==> config.mk <==
export PLATFORM = sky130hd
export DESIGN_NAME = foc_seq_mc
export DESIGN_NICKNAME = d
export VERILOG_FILES = /design/src/rtl/foc_seq_mc.sv
export SDC_FILE = /design/constraint.sdc
export NUM_CORES = 1
export LEC_CHECK = 0
export BUFFER_PORTS_ARGS = -buffer_cell sky130_fd_sc_hd__buf_2
export CAP_MARGIN = 25
export CORE_MARGIN = 8
export CORE_UTILIZATION = 25
export CTS_BUF_LIST = sky130_fd_sc_hd__clkbuf_8
export CTS_CLUSTER_SIZE = 14
export DETAILED_ROUTE_END_ITERATION = 8
export MAX_ROUTING_LAYER = met4
export SLEW_MARGIN = 20
export SYNTH_ARGS = -nofsm -noshare
export SYNTH_HDL_FRONTEND = slang
export SYNTH_SLANG_ARGS = --single-unit
==> constraint.sdc <==
create_clock -name clk -period 1.7 [get_ports clk]
set_clock_uncertainty 0.05 [all_clocks]
set_input_delay 0.085 -clock clk [delete_from_list [all_inputs] [get_ports clk]]
set_output_delay 0.085 -clock clk [all_outputs]
set_load 0.03 [all_outputs]
==> src/rtl/foc_seq_mc.sv <==
// foc_seq_mc: multi-channel FOC control-loop sequencer.
// The sequencer latches one sample set per accepted request, tagged with a
// channel. It then walks front (cordic+clarke) -> park -> PID -> inverse park
// -> inverse clarke -> SVM using one-cycle start pulses and done inputs.
// Each iteration ends with a one-cycle datapath reset (flush).
// Each wait state has a watchdog. On expiry the sequencer latches a fault and
// holds until fault_clr.
// Optional feature macro: FOC_SEQ_STATS_EN adds the iter_cycles/iter_count
// statistics outputs.
module foc_seq_mc #(
  parameter int D_WIDTH = 19,
  parameter int N_CH    = 2,
  parameter int PID_LAT = 1,
  parameter int TIMEOUT = 255,
  parameter int TO_W    = 8,
  localparam int CH_W   = (N_CH > 2) ? $clog2(N_CH) : 1
) (
  input  logic               clk,
  input  logic               rstb,
  input  logic               valid,
  output logic               ready,
  input  logic [CH_W-1:0]    ch_in,
  input  logic [D_WIDTH-1:0] angle_in,
  input  logic [D_WIDTH-1:0] currA_in,
  input  logic [D_WIDTH-1:0] currB_in,
  input  logic [D_WIDTH-1:0] currC_in,
  input  logic [D_WIDTH-1:0] currT_in,
  input  logic [15:0]        period_in,
  output logic [D_WIDTH-1:0] angle_r,
  output logic [D_WIDTH-1:0] currA_r,
  output logic [D_WIDTH-1:0] currB_r,
  output logic [D_WIDTH-1:0] currC_r,
  output logic [D_WIDTH-1:0] currT_r,
  output logic [15:0]        period_r,
  output logic [CH_W-1:0]    ch_sel,
  output logic               start_front,
  output logic               start_park,
  output logic               start_pid,
  output logic               start_ipark,
  output logic               start_iclarke,
  output logic               start_svm,
  input  logic               done_cordic,
  input  logic               done_clarke,
  input  logic               done_park,
  input  logic               done_ipark,
  input  logic               done_iclarke,
  input  logic               done_svm,
  output logic               mod_rstb,
  output logic               fault,
  output logic [2:0]         fault_stage,
  input  logic               fault_clr
`ifdef FOC_SEQ_STATS_EN
  ,
  output logic [15:0]        iter_cycles,
  output logic [15:0]        iter_count
`endif
);

  localparam int PL_W = (PID_LAT > 2) ? $clog2(PID_LAT) : 1;
  localparam logic [PL_W-1:0] PID_LAST = PL_W'(PID_LAT - 1);
  localparam bit WD_EN = (TIMEOUT != 0);
  localparam logic [TO_W-1:0] WD_LAST = TO_W'((TIMEOUT == 0) ? 0 : TIMEOUT - 1);
  localparam logic [CH_W-1:0] CH_MAX = CH_W'(N_CH - 1);

  typedef enum logic [3:0] {
    S_IDLE, S_FRONT, S_PARK, S_PID, S_IPARK, S_ICLARKE, S_SVM, S_FLUSH, S_FAULT
  } state_t;

  state_t          state;
  logic [TO_W-1:0] wd_cnt;
  logic [PL_W-1:0] pid_cnt;
  logic            seen_cordic;
  logic            seen_clarke;
  logic            in_wait;
  logic            stage_done;
  logic [2:0]      stage_code;
  logic            wd_expire;

  // Out-of-range channel requests fold onto the highest channel.
  function automatic logic [CH_W-1:0] clamp_ch(input logic [CH_W-1:0] c);
    logic [CH_W-1:0] r;
    r = c;
    if (int'(c) >= N_CH) r = CH_MAX;
    return r;
  endfunction

  // Decode which wait state is active, its completion condition and fault code.
  always_comb begin
    in_wait    = 1'b0;
    stage_done = 1'b0;
    stage_code = 3'd0;
    case (state)
      S_FRONT: begin
        in_wait    = 1'b1;
        stage_done = (seen_cordic | done_cordic) & (seen_clarke | done_clarke);
        stage_code = 3'd1;
      end
      S_PARK:    begin in_wait = 1'b1; stage_done = done_park;    stage_code = 3'd2; end
      S_IPARK:   begin in_wait = 1'b1; stage_done = done_ipark;   stage_code = 3'd3; end
      S_ICLARKE: begin in_wait = 1'b1; stage_done = done_iclarke; stage_code = 3'd4; end
      S_SVM:     begin in_wait = 1'b1; stage_done = done_svm;     stage_code = 3'd5; end
      default:   begin in_wait = 1'b0; stage_done = 1'b0;         stage_code = 3'd0; end
    endcase
  end

  assign wd_expire = WD_EN && (wd_cnt == WD_LAST);

  // Sequencer FSM with registered starts, handshake, sample latch and watchdog.
  always_ff @(posedge clk) begin
    if (!rstb) begin
      state         <= S_IDLE;
      ready         <= 1'b1;
      mod_rstb      <= 1'b0;
      fault         <= 1'b0;
      fault_stage   <= 3'd0;
      start_front   <= 1'b0;
      start_park    <= 1'b0;
      start_pid     <= 1'b0;
      start_ipark   <= 1'b0;
      start_iclarke <= 1'b0;
      start_svm     <= 1'b0;
      wd_cnt        <= '0;
      pid_cnt       <= '0;
      seen_cordic   <= 1'b0;
      seen_clarke   <= 1'b0;
      angle_r       <= '0;
      currA_r       <= '0;
      currB_r       <= '0;
      currC_r       <= '0;
      currT_r       <= '0;
      period_r      <= '0;
      ch_sel        <= '0;
    end else begin
      start_front   <= 1'b0;
      start_park    <= 1'b0;
      start_pid     <= 1'b0;
      start_ipark   <= 1'b0;
      start_iclarke <= 1'b0;
      start_svm     <= 1'b0;
      mod_rstb      <= 1'b1;
      if (in_wait && stage_done) begin
        // A done on the watchdog-limit edge still advances (done wins).
        wd_cnt <= '0;
        case (state)
          S_FRONT: begin
            start_park  <= 1'b1;
            seen_cordic <= 1'b0;
            seen_clarke <= 1'b0;
            state       <= S_PARK;
          end
          S_PARK: begin
            start_pid <= 1'b1;
            pid_cnt   <= '0;
            state     <= S_PID;
          end
          S_IPARK: begin
            start_iclarke <= 1'b1;
            state         <= S_ICLARKE;
          end
          S_ICLARKE: begin
            start_svm <= 1'b1;
            state     <= S_SVM;
          end
          default: begin
            mod_rstb <= 1'b0;
            state    <= S_FLUSH;
          end
        endcase
      end else if (in_wait) begin
        if (state == S_FRONT) begin
          seen_cordic <= seen_cordic | done_cordic;
          seen_clarke <= seen_clarke | done_clarke;
        end
        if (wd_expire) begin
          state       <= S_FAULT;
          fault       <= 1'b1;
          fault_stage <= stage_code;
          mod_rstb    <= 1'b0;
          seen_cordic <= 1'b0;
          seen_clarke <= 1'b0;
        end else begin
          wd_cnt <= wd_cnt + 1'b1;
        end
      end else begin
        case (state)
          S_IDLE: begin
            ready <= 1'b1;
            if (valid && ready) begin
              angle_r     <= angle_in;
              currA_r     <= currA_in;
              currB_r     <= currB_in;
              currC_r     <= currC_in;
              currT_r     <= currT_in;
              period_r    <= period_in;
              ch_sel      <= clamp_ch(ch_in);
              ready       <= 1'b0;
              start_front <= 1'b1;
              wd_cnt      <= '0;
              seen_cordic <= 1'b0;
              seen_clarke <= 1'b0;
              state       <= S_FRONT;
            end
          end
          S_PID: begin
            if (pid_cnt == PID_LAST) begin
              start_ipark <= 1'b1;
              wd_cnt      <= '0;
              state       <= S_IPARK;
            end else begin
              pid_cnt <= pid_cnt + 1'b1;
            end
          end
          S_FLUSH: begin
            ready <= 1'b1;
            state <= S_IDLE;
          end
          S_FAULT: begin
            if (fault_clr) begin
              fault       <= 1'b0;
              fault_stage <= 3'd0;
              ready       <= 1'b1;
              state       <= S_IDLE;
            end
          end
          default: state <= S_IDLE;
        endcase
      end
    end
  end

`ifdef FOC_SEQ_STATS_EN
  logic [15:0] cyc_cnt;

  // Iteration length (accept edge to ready rise) and completed-iteration count.
  always_ff @(posedge clk) begin
    if (!rstb) begin
      cyc_cnt     <= '0;
      iter_cycles <= '0;
      iter_count  <= '0;
    end else begin
      if (state == S_IDLE && valid && ready)
        cyc_cnt <= 16'd1;
      else if (state != S_IDLE && state != S_FAULT && cyc_cnt != 16'hFFFF)
        cyc_cnt <= cyc_cnt + 16'd1;
      if (state == S_FLUSH) begin
        iter_cycles <= cyc_cnt;
        iter_count  <= iter_count + 16'd1;
      end
    end
  end
`endif

endmodule

== Word-level counts from Yosys, hierarchy flattened ==
Index checks and enable logic that the tools add are counted.
Word-level totals
  bits in registers: 139
  output and inout port bits: 124
  logic and storage cells: 130
  memory bits (writable): 0
  bits of input ports: 122
  bits in read-only memories: 0
  memories kept: 0
  bits in latches: 0
Cells by class
  multiplexer cells: 53
  add/sub/neg operators: 2
  eq/ne operators: 22
  order comparisons: 0
  divide/modulo/power cells: 0
  reductions and logical operators: 23
  shifts and indexed selects: 0
  multiply operators: 0
  bitwise gates (word level): 8
Operator list (count)
  $mux W1: 33
  $mux W8: 4
  $mux W4: 6
  $reduce_and A4 Y1: 6
  $eq A4 B3 Y1 const B: 4
  $pmux W8 S2: 1
  $pmux W3 S5: 1
  $mux W3: 4
  $ne A4 B4 Y1 const B: 3
  $pmux W3 S4: 1
  $pmux W4 S3: 1
  $reduce_bool A3 Y1: 4
  $reduce_or A4 Y1: 3
  $add A8 B1 Y8 const B: 1
  $eq A4 B2 Y1 const B: 2
  $eq A8 B8 Y1 const B: 1
  $ne A2 B1 Y1 const B: 4
  $ne A3 B1 Y1 const B: 2
  $ne A3 B3 Y1 const B: 2
  $reduce_bool A2 Y1: 3
  $not A1 Y1: 5
  $pmux W1 S5: 1
  $reduce_or A5 Y1: 1
  $eq A4 B1 Y1 const B: 1
  other kinds (11): 14

== Longest topological paths before layout ==
Gate-level depths: netlist (run 1).
  depth after elaboration: 6
  gate-level depth with buffers: 8
  depth with buffers taken out: 7

== Least setup slack after synthesis (run 1) ==
Ideal clock, no wire load.
  path type: register to register
  start point: register state[0]
  end point: register angle_r[0]
  slack: -0.147 ns
  setup time: 0.132 ns
  buffers on the path: 4
  data arrival time: 1.665 ns
  cell stages (with the launch flop): 9
  clock period less this slack: 1.847 ns
  cell sequence: dfxtp_1 -> or3_1 -> clkbuf_1 -> or3_1 -> clkbuf_1 -> buf_6 -> buf_6 -> nand2_1 -> a21oi_1
On the way
  cells in the longest elaborated chain, start to end: 6
  elaborated cells between the ends (all ways): 13
  classes of those cells: 5 x eq/ne; 2 x mux; 2 x bitwise; 4 x reduce/logical
RTL lines
  from (decl): RTL line 69  | state_t state;
  from (signal assigned): RTL line 111  | state <= S_IDLE;
  from (signal assigned): RTL line 149  | state <= S_PARK;
  from (signal assigned): RTL line 154  | state <= S_PID;
  $eq A4 B1 Y1 (tied with other cells): RTL line 92  | case (state)
  $reduce_or A5 Y1 (no source line)
  $mux W1: RTL line 92
  $logic_and A1 B1 Y1: RTL line 141  | if (in_wait && stage_done) begin
  $not A1 Y1 (no source line)
  $reduce_and A4 Y1 (no source line) (*)
  to (signal assigned): RTL line 189  | angle_r <= angle_in;
  to (decl): RTL line 29  | output logic [D_WIDTH-1:0] angle_r,
Every way passes the cells marked *; elsewhere a longest branch is shown, timed or not.
A chain may end at the register's enable or synchronous reset.

== Final worst setup path (run 1) ==
  start point: register state[1]
  end point: register currB_r[1]
On the way
  cells in the longest elaborated chain, start to end: 6
  elaborated cells between the ends (all ways): 13
  classes of those cells: 5 x eq/ne; 2 x mux; 2 x bitwise; 4 x reduce/logical
RTL lines
  $eq A4 B1 Y1 (tied with other cells): RTL line 92
  $reduce_or A5 Y1 (no source line)
  $mux W1: RTL line 92
  $logic_and A1 B1 Y1: RTL line 141
  $not A1 Y1 (no source line)
  $reduce_and A4 Y1 (no source line) (*)
  to (signal assigned): RTL line 191  | currB_r <= currB_in;
  to (decl): RTL line 31  | output logic [D_WIDTH-1:0] currB_r,
Marks and branches as above.

==> flow_metrics.env, run 1 <==
export IMPL_status="finished with violations"
export IMPL_violations="negative setup slack"
export IMPL_wl_per_cell_um=14.97
export IMPL_ant_nets=0
export IMPL_p_total_mw=12.78
export IMPL_cts_buffers_inserted=17
export IMPL_firstDrtPassIters=4
export IMPL_ioPinCount=246
export IMPL_final_cells=1307
export IMPL_synthArstFlopShare=0
export IMPL_ys_warn_count=0
export IMPL_die_x_um=160.2
export IMPL_yosysMostFrequentCell="nand2_1"
export IMPL_hold_class="in -> reg"
export IMPL_insertion_delay_ns=0.44
export IMPL_grt_overflow_total=0
export IMPL_synth_seq_area_share=0.5315
export IMPL_setup_violations=117
export IMPL_yosys_area_top_type="dfxtp_1"
export IMPL_synth_top_cell_area_share=0.5315
export IMPL_slew_viol_final=0
export IMPL_path_clk_slew_ns=0.08
export IMPL_cts_tree="built"
export IMPL_drive_gt1_frac=0.3433
export IMPL_peakVddDrop_mv=0.5684
export IMPL_syn_nets=771
export IMPL_h_tree_depth=4
export IMPL_dp_slack_ns=-0.1902
export IMPL_routabilityCongestion=0.8492
export IMPL_ys_ff_latch=138
export IMPL_cp_end_kind="flop"
export IMPL_grt_max_degree=64
export IMPL_arrival_ns=2.05
export IMPL_worst_slack_ns=-0.08667
export IMPL_synth_area_leaders="dfxtp_1 (53%), nand2_1 (17%), a21oi_1 (12%), clkbuf_1 (1.9%), buf_6 (1.7%)"
export IMPL_grt_pass1_wl_um=31020
export IMPL_initial_utilization=0.2560
export IMPL_finalCritPeriodShare=1.051
export IMPL_grt_usage=0.1515
export IMPL_worst_ep_required_time_ns=1.96
export IMPL_nets=1148
export IMPL_holdWs_ns=0.1205
export IMPL_vias_per_cell=4.440
export IMPL_drtIter0Drc=469
export IMPL_drc=0
export IMPL_vias=5803
export IMPL_grt_antenna_before_repair=0
export IMPL_use_met3=0.04165
export IMPL_fp_dieH_um=160.2
export IMPL_routed_wl_um=19570
export IMPL_synth_edf_count=0
export IMPL_maxSlewHeadroom=0.7647
export IMPL_dieArea_um2=25660
export IMPL_grt_pass1_vias=5939
export IMPL_avgSynthCellArea_um2=8.033
export IMPL_use_met1=0.1703
export IMPL_power_leakage_nw=3.926
export IMPL_ys_flop_type="dfxtp_1"
export IMPL_ys_top_cells_by_count="nand2_1 (238), dfxtp_1 (138), a21oi_1 (125)"
export IMPL_syn_inst=647
export IMPL_rows=52
export IMPL_rsz0062_at_grt="true"
export IMPL_cp_start_kind="flop"
export IMPL_finalHoldViolCount=0
export IMPL_portBuffers=245
export IMPL_powerDensity_nw_per_um2=1456
export IMPL_fmax_ghz=0.5597
export IMPL_dpl_cell_count=1152
export IMPL_top_usage_layer="met2"
export IMPL_dpl_hpwl_um=12400
export IMPL_synth_cell_types=37
export IMPL_clockBufferDepth=2
export IMPL_cts_root_buf="clkbuf_8"
export IMPL_period_minus_slack_ns=1.787
export IMPL_crit_type="reg -> reg"
export IMPL_num_antenna_cells=0
export IMPL_cts_sinks=138
export IMPL_worst_pin_slew_ns=0.3516
export IMPL_globalRouteMet2Util=0.2529
export IMPL_rrSetupSlack_ns=-0.09
export IMPL_area_growth_pct=68.90
export IMPL_critPathMaxFanout=18
export IMPL_core_area_um2=20300
export IMPL_syn_cell_area_um2=5197
export IMPL_maxCapViolCount=0
report_power, final:
part | switching [mW] | internal (mW)
clock | 1.42 | 1.79
sequential | 0.313 | 3.84
combinational | 3.44 | 1.99
final cells by class:
cell class | count | area (um2)
flip-flops and latches | 138 | 2771
fillers | 1977 | 11520
multi-input cells | 459 | 2332
inverters | 6 | 23.77
repair buffers | 402 | 2841
clock inverters | 15 | 237.7
well taps | 270 | 337.8
clock buffers | 17 | 234.0
critical path: stages, from the launching register on:
cell,delay [ns]
dfxtp_4,0.39
or3_4,0.43
or3_4,0.39
buf_4,0.23
nand2_1,0.10
a21oi_1,0.07
through the flow:
stage          instance area (um2)  utilization  setup TNS (ns)
2_1_floorplan                 5224            -          -5.835
3_3_place_gp                  6862       0.3380          -13.42
3_5_place_dp                  6862       0.3380          -15.75
4_1_cts                       8688       0.4280          -4.598
5_1_grt                       8778       0.4324          -12.39
6_report                      8778       0.4324          -5.289
routing by layer:
metal / wire (um) / up-vias
met5: 0 / -
met3: 1253 / 32
met4: 473 / 0
met2: 9468 / 217
li1: - / 2899
met1: 8371 / 2655
repair_timing:
action | 4_1_cts | 5_1_grt
setup endpoints to repair | 136 | 137
resized for setup | 30 | 15
hold buffers | 117 | 0
cloned | 1 | 1
buffers inserted | 3 | 1
hold endpoints to repair | 131 | 0
pin swaps | 14 | 13
worst paths after layout:
path,startpoint,to,depth (start not counted)
max,state[1],currB_r[1],5
min,valid,state[3],5
max reg2reg,state[1],currB_r[1],5
min reg2reg,currC_r[9],currC_r[9],2
state kept, by name, summed over array words and instances, names as in the netlist, 3 cells and up:
| register | flops |
|---|---|
| currB_r | 19 |
| state | 4 |
| currT_r | 19 |
| currC_r | 19 |
| fault_stage | 3 |
| period_r | 16 |
| angle_r | 19 |
| wd_cnt | 8 |
| currA_r | 19 |
cell usage in the layout (no fill, tap or decap), types with 2 or more instances in the layout:
| cell | count |
|---|---|
| xor2_1 | 7 |
| buf_2 | 245 |
| nand2b_4 | 2 |
| inv_6 | 3 |
| nand2_1 | 236 |
| a31oi_1 | 2 |
| inv_1 | 5 |
| nand2_2 | 2 |
| a21oi_1 | 119 |
| dfxtp_1 | 135 |
| and2_1 | 3 |
| buf_4 | 28 |
| ha_1 | 2 |
| and4_1 | 2 |
| nand4_1 | 7 |
| clkbuf_8 | 17 |
| inv_8 | 2 |
| o21ai_2 | 2 |
| clkinv_4 | 3 |
| or3_4 | 4 |
| a211oi_2 | 4 |
| and3_1 | 3 |
| o211ai_1 | 3 |
| a21oi_2 | 6 |
| buf_16 | 2 |
| nor2_1 | 15 |
| nand3_1 | 8 |
| bufinv_16 | 5 |
| nor3_2 | 3 |
| dlygate4sd3_1 | 117 |
| buf_12 | 6 |
| o21ai_1 | 2 |
| o21ai_0 | 3 |
| dfxtp_4 | 2 |
| clkinv_2 | 2 |
| buf_6 | 3 |
| nor3_4 | 3 |
logic make-up after synthesis:
family	after synthesis	synth area share
and+or+nand+nor	297	0.2364
DFF	138	0.5315
adders and majority gates	2	0.004814
buffers and inverters	50	0.05392
muxes	2	0.004092
xor gates and xnor gates	7	0.01180
AOI/OAI and AO/OA	151	0.1574
(Power assumes the default switching activity.)
==> inputs of run 2 (changes only) <==
--- a/config.mk
+++ b/config.mk
@@ -9,10 +9,11 @@
 export CAP_MARGIN = 25
 export CORE_MARGIN = 8
 export CORE_UTILIZATION = 25
-export CTS_BUF_LIST = sky130_fd_sc_hd__clkbuf_8
 export CTS_CLUSTER_SIZE = 14
 export DETAILED_ROUTE_END_ITERATION = 8
 export MAX_ROUTING_LAYER = met4
+export PLACE_DENSITY_LB_ADDON = 0.05
+export RECOVER_POWER = 100
 export SLEW_MARGIN = 20
 export SYNTH_ARGS = -nofsm -noshare
 export SYNTH_HDL_FRONTEND = slang
==> flow_metrics.env, run 2 (same netlist as run 1, synthesis figures left out) <==
export IMPL_ioPinCount=246
export IMPL_layout_common_cells="nand2_1 (229), dfxtp_1 (135), clkbuf_1 (126), buf_2 (121), dlygate4sd3_1 (117)"
export IMPL_rsz0062_at_grt="true"
export IMPL_h_tree_depth=4
export IMPL_final_area_um2=9185
export IMPL_arrival_ns=2.04
export IMPL_hp_start="valid"
export IMPL_dieArea_um2=25660
export IMPL_cts_sinks=138
export IMPL_wl_per_cell_um=15.33
export IMPL_reg2reg_to="state[0]"
export IMPL_crit_type="reg -> reg"
export IMPL_swShare=0.3767
export IMPL_dpl_instance_area_um2=6987
export IMPL_layout_commonest_cell="nand2_1"
export IMPL_insertion_delay_ns=0.41
export IMPL_critPathMaxFanout=7
export IMPL_worst_pin_slew_ns=0.5314
export IMPL_clockBufferDepth=2
export IMPL_p_total_mw=14.48
export IMPL_drive_gt1_frac=0.2517
export IMPL_grt_antenna_before_repair=0
export IMPL_maxCapViolCount=0
export IMPL_fmax_ghz=0.5630
export IMPL_multi_input_comb_area_um2=2401
export IMPL_path_clk_slew_ns=0.06
export IMPL_drtIter0Drc=324
export IMPL_firstDrtPassIters=4
export IMPL_peakVddDrop_mv=0.6450
export IMPL_slew_viol_final=0
export IMPL_powerDensity_nw_per_um2=1576
export IMPL_cts_tree="built"
export IMPL_dpl_hpwl_um=13750
export IMPL_cts_buffers_inserted=17
export IMPL_cts_root_buf="clkbuf_16"
export IMPL_vias_per_cell=4.385
export IMPL_r2r_cells=6
export IMPL_finalHoldViolCount=0
export IMPL_seqCellArea_um2=2774
export IMPL_nets=1168
export IMPL_fp_dieH_um=160.2
export IMPL_fillers=2031
export IMPL_dpl_cell_count=1162
export IMPL_cp_start_kind="flop"
export IMPL_final_cells=1327
export IMPL_rows=52
export IMPL_period_minus_slack_ns=1.776
export IMPL_worst_slack_ns=-0.07621
export IMPL_grt_max_degree=73
export IMPL_violations="negative setup slack"
export IMPL_maxSlewHeadroom=0.6473
export IMPL_finalCritPeriodShare=1.045
export IMPL_min_to="seen_clarke"
export IMPL_p_switching_mw=5.453
export IMPL_setup_violations=122
export IMPL_drc=0
export IMPL_power_internal_mw=9.025
export IMPL_grt_pass1_vias=5713
export IMPL_holdWs_ns=0.2682
export IMPL_initial_utilization=0.2560
export IMPL_hold_class="in -> reg"
export IMPL_num_antenna_cells=0
export IMPL_rrSetupSlack_ns=-0.08
export IMPL_worst_ep_required_time_ns=1.96
export IMPL_p_comb_frac=0.417
export IMPL_vias=5819
export IMPL_grt_overflow_total=0
export IMPL_worstReg2RegStart="state[1]"
export IMPL_area_growth_pct=76.72
export IMPL_grt_pass1_wl_um=30640
export IMPL_p_seq_frac=0.290
export IMPL_status="finished with violations"
export IMPL_portBuffers=245
export IMPL_cp_end_kind="flop"
export IMPL_worst_hold_path_num_cells=5
export IMPL_ant_nets=0
export IMPL_power_leakage_nw=3.661
export IMPL_core_area_um2=20300
export IMPL_grt_usage=0.1507
export IMPL_routed_wl_um=20340
export IMPL_routabilityCongestion=0.8317
export IMPL_p_clk_frac=0.293
export IMPL_die_x_um=160.2
## run 2: per-layer routing
layer	wire, um	up-vias	share of wire	global-route usage
li1	-	2943	-	-
met1	9411	2668	0.46	0.1808
met2	9325	184	0.46	0.2344
met3	1219	24	0.060	0.04627
met4	385	0	0.019	0.05565
met5	0	-	0	-
## run 2: layout make-up
| class | count | share of cell area |
|---|---|---|
| Inverter | 6 | 0.002588 |
| Sequential cell | 138 | 0.3020 |
| Multi-Input combinational cell | 459 | 0.2614 |
| Clock buffer | 19 | 0.04713 |
| Tap cell | 270 | 0.03678 |
| Clock inverter | 13 | 0.02602 |
| Timing Repair Buffer | 422 | 0.3241 |
## run 2: worst max-delay path, stage by stage (launching register included)
cell	delay (ns)
dfxtp_4	0.37
nand2b_4	0.16
or3_4	0.41
a31oi_4	0.25
buf_6	0.17
a31oi_1	0.05
o32ai_1	0.21
## run 2: power by group through the flow
stage               Clock, mW  Combinational [mW]  Sequential (mW)
floorplan                   0                2.23             5.24
global placement            0                5.04             4.19
detailed placement          0                5.07             4.20
CTS                      4.39                5.43             4.16
global route             4.52                6.52             4.27
finish                   4.25                6.04             4.19
## run 2: worst max-delay path by stage
| stage | from | to | slack (ns) |
|---|---|---|---|
| 6_report | state[1] | state[0] | -0.08 |
| 5_1_grt | state[1] | wd_cnt[7] | -0.13 |
| 4_1_cts | state[1] | currB_r[15] | -0.05 |
| 3_5_place_dp | state[1] | wd_cnt[1] | -0.17 |
| 2_1_floorplan | state[1] | mod_rstb | -0.09 |
| 3_3_place_gp | state[1] | wd_cnt[5] | -0.12 |
## run 2: stage by stage
step	utilization	worst slack [ns]	TNS, ns
finish	0.4525	-0.07621	-3.507
global route	0.4525	-0.1311	-9.769
CTS	0.4399	-0.05126	-3.177
detailed placement	0.3442	-0.1738	-11.62
global placement	0.3442	-0.1199	-8.974
floorplan	-	-0.08623	-5.835
## run 2: timing repair
item / 4_1_cts / 5_1_grt
setup buffers: 3 / 7
hold buffers: 117 / 0
pin swaps: 5 / 33
endpoints found under the hold margin: 118 / 0
cloned: 0 / 6
setup endpoints to repair: 136 / 136
gates resized for setup: 17 / 52
==> inputs of run 3 (changes only) <==
--- a/config.mk
+++ b/config.mk
@@ -11,6 +11,7 @@
 export CORE_UTILIZATION = 25
 export CTS_CLUSTER_SIZE = 14
 export DETAILED_ROUTE_END_ITERATION = 8
+export GPL_TIMING_DRIVEN = 0
 export MAX_ROUTING_LAYER = met4
 export PLACE_DENSITY_LB_ADDON = 0.05
 export RECOVER_POWER = 100
==> constraint.sdc (replaced) <==
create_clock -name clk -period 1.7 [get_ports clk]
set_clock_uncertainty 0.05 [all_clocks]
set_input_delay 0.085 -clock clk [delete_from_list [all_inputs] [get_ports clk]]
set_output_delay 0.085 -clock clk [all_outputs]
set_load 0.1 [all_outputs]
==> flow_metrics.env, run 3 (same netlist as run 1, synthesis figures left out) <==
export IMPL_status="finished with violations"
export IMPL_violations="negative setup slack"
export IMPL_power_leakage_nw=4.278
export IMPL_r2r_cells=6
export IMPL_core_area_um2=20300
export IMPL_fmax_ghz=0.5391
export IMPL_wl_per_cell_um=16.16
export IMPL_cts_sinks=138
export IMPL_layout_commonest_cell="nand2_1"
export IMPL_rrSetupSlack_ns=-0.16
export IMPL_portBuffers=244
export IMPL_holdWs_ns=0.1209
export IMPL_worstReg2RegStart="state[2]"
export IMPL_grt_pass1_vias=6119
export IMPL_cp_start_kind="flop"
export IMPL_worst_pin_slew_ns=0.7608
export IMPL_maxCapViolCount=0
export IMPL_drive_gt1_frac=0.4511
export IMPL_min_to="ready"
export IMPL_initial_utilization=0.2560
export IMPL_maxSlewHeadroom=0.4928
export IMPL_fp_dieH_um=160.2
export IMPL_routed_wl_um=21700
export IMPL_powerDensity_nw_per_um2=1813
export IMPL_nets=1186
export IMPL_hold_class="in -> reg"
export IMPL_peakVddDrop_mv=1.059
export IMPL_num_antenna_cells=0
export IMPL_vias=5992
export IMPL_insertion_delay_ns=0.42
export IMPL_grt_overflow_total=0
export IMPL_route_met3_wl_um=1294
export IMPL_grt_antenna_before_repair=0
export IMPL_grt_usage=0.1642
export IMPL_vias_per_cell=4.462
export IMPL_fillers=1970
export IMPL_cts_tree="built"
export IMPL_period_minus_slack_ns=1.855
export IMPL_ioPinCount=246
export IMPL_ant_nets=0
export IMPL_die_x_um=160.2
export IMPL_layout_common_cells="nand2_1 (179), dfxtp_1 (133), clkbuf_2 (125), buf_2 (120), dlygate4sd3_1 (116)"
export IMPL_slew_viol_final=0
export IMPL_area_growth_pct=89.43
export IMPL_routabilityCongestion=0.7730
export IMPL_clockBufferDepth=2
export IMPL_dp_slack_ns=-0.5393
export IMPL_grt_pass1_wl_um=32990
export IMPL_dieArea_um2=25660
export IMPL_cp_end_kind="flop"
export IMPL_setup_violations=132
export IMPL_top_layer_used="met4"
export IMPL_grt_max_degree=17
export IMPL_dpl_hpwl_um=14390
export IMPL_finalHoldViolCount=0
export IMPL_worst_ep_required_time_ns=1.92
export IMPL_cts_root_buf="clkbuf_16"
export IMPL_dr_wl_met2_um=10270
export IMPL_path_clk_slew_ns=0.06
export IMPL_finalCritPeriodShare=1.091
export IMPL_arrival_ns=2.08
export IMPL_drtIter0Drc=245
export IMPL_reg2reg_to="angle_r[6]"
export IMPL_rsz0062_at_grt="true"
export IMPL_rows=52
export IMPL_firstDrtPassIters=4
export IMPL_cts_buffers_inserted=17
export IMPL_m1WireLength_um=9559
export IMPL_hp_start="rstb"
export IMPL_critPathMaxFanout=6
export IMPL_h_tree_depth=4
export IMPL_drc=0
export IMPL_worst_hold_path_num_cells=2
export IMPL_worst_slack_ns=-0.1551
export IMPL_crit_type="reg -> reg"
## run 3: changes by cell type in the layout (fill, tap and decap cells not counted), sizes merged
| cell | before | now |
|---|---|---|
| buf | 175 | 170 |
| dlygate4sd3 | 117 | 116 |
| clkinvlp | 2 | 4 |
| clkinv | 3 | 6 |
| bufinv | 6 | 1 |
| inv | 8 | 7 |
| clkbuf | 149 | 172 |
## run 3: per-layer routing
layer  vias to the layer above  track usage
li1                       2989            -
met1                      2762       0.1867
met2                       204       0.2671
met3                        37      0.04987
met4                         0      0.06415
met5                         -            -
## run 3: worst max path at each step
stage                   from      endpoint  slack (ns)  depth (start not counted)
floorplan           state[1]      mod_rstb       -0.09                          6
global placement    state[2]  period_r[10]       -0.54                          7
detailed placement  state[2]    angle_r[5]       -0.54                          6
CTS                 state[0]    angle_r[5]       -0.17                          6
global route        state[2]    angle_r[2]       -0.18                          6
finish              state[2]    angle_r[6]       -0.16                          6
## run 3: layout make-up
class                   count  area [um2]  share of cell area
clock buffers              18       439.2             0.04461
flip-flops and latches    138        2774              0.2817
inverters                   6       22.52            0.002287
plain buffers              41       452.9             0.04600
multi-input cells         459        2818              0.2862
clock inverters            12       102.6             0.01042
well taps                 270       337.8             0.03431
repair buffers            399        2899              0.2944
## run 3: where the power goes
part	internal (mW)	switching [mW]	total (mW)
Clock	2.02	1.45	3.48
Sequential	3.85	0.412	4.27
Combinational	3.20	6.90	10.1
Total	9.08	8.77	17.8
## run 3: what timing repair did
item | in CTS | in global routing
gates cloned | 4 | 8
setup endpoints to repair | 137 | 135
buffers inserted | 22 | 6
resized for setup | 84 | 164
pin swaps | 41 | 84
hold buffers | 116 | 0
endpoints found under the hold margin | 117 | 0
## run 3: metrics by stage
step	total power, mW	instance area, um2	TNS [ns]	std cells	util
6_report	17.85	9846	-14.16	1343	0.4850
5_1_grt	18.71	9846	-19.49	1343	0.4850
4_1_cts	16.68	9077	-16.98	1331	0.4472
3_5_place_dp	11.77	6789	-57.58	1161	0.3344
3_3_place_gp	11.83	6789	-58.73	1161	0.3344
2_1_floorplan	10.25	5230	-6.503	647	-
## run 3: critical path, cell delays in order, from the launching register on
cell	delay, ns
dfxtp_4	0.36
or3_4	0.40
or3_4	0.43
buf_12	0.18
clkbuf_16	0.16
nand2_1	0.06
a21oi_1	0.05
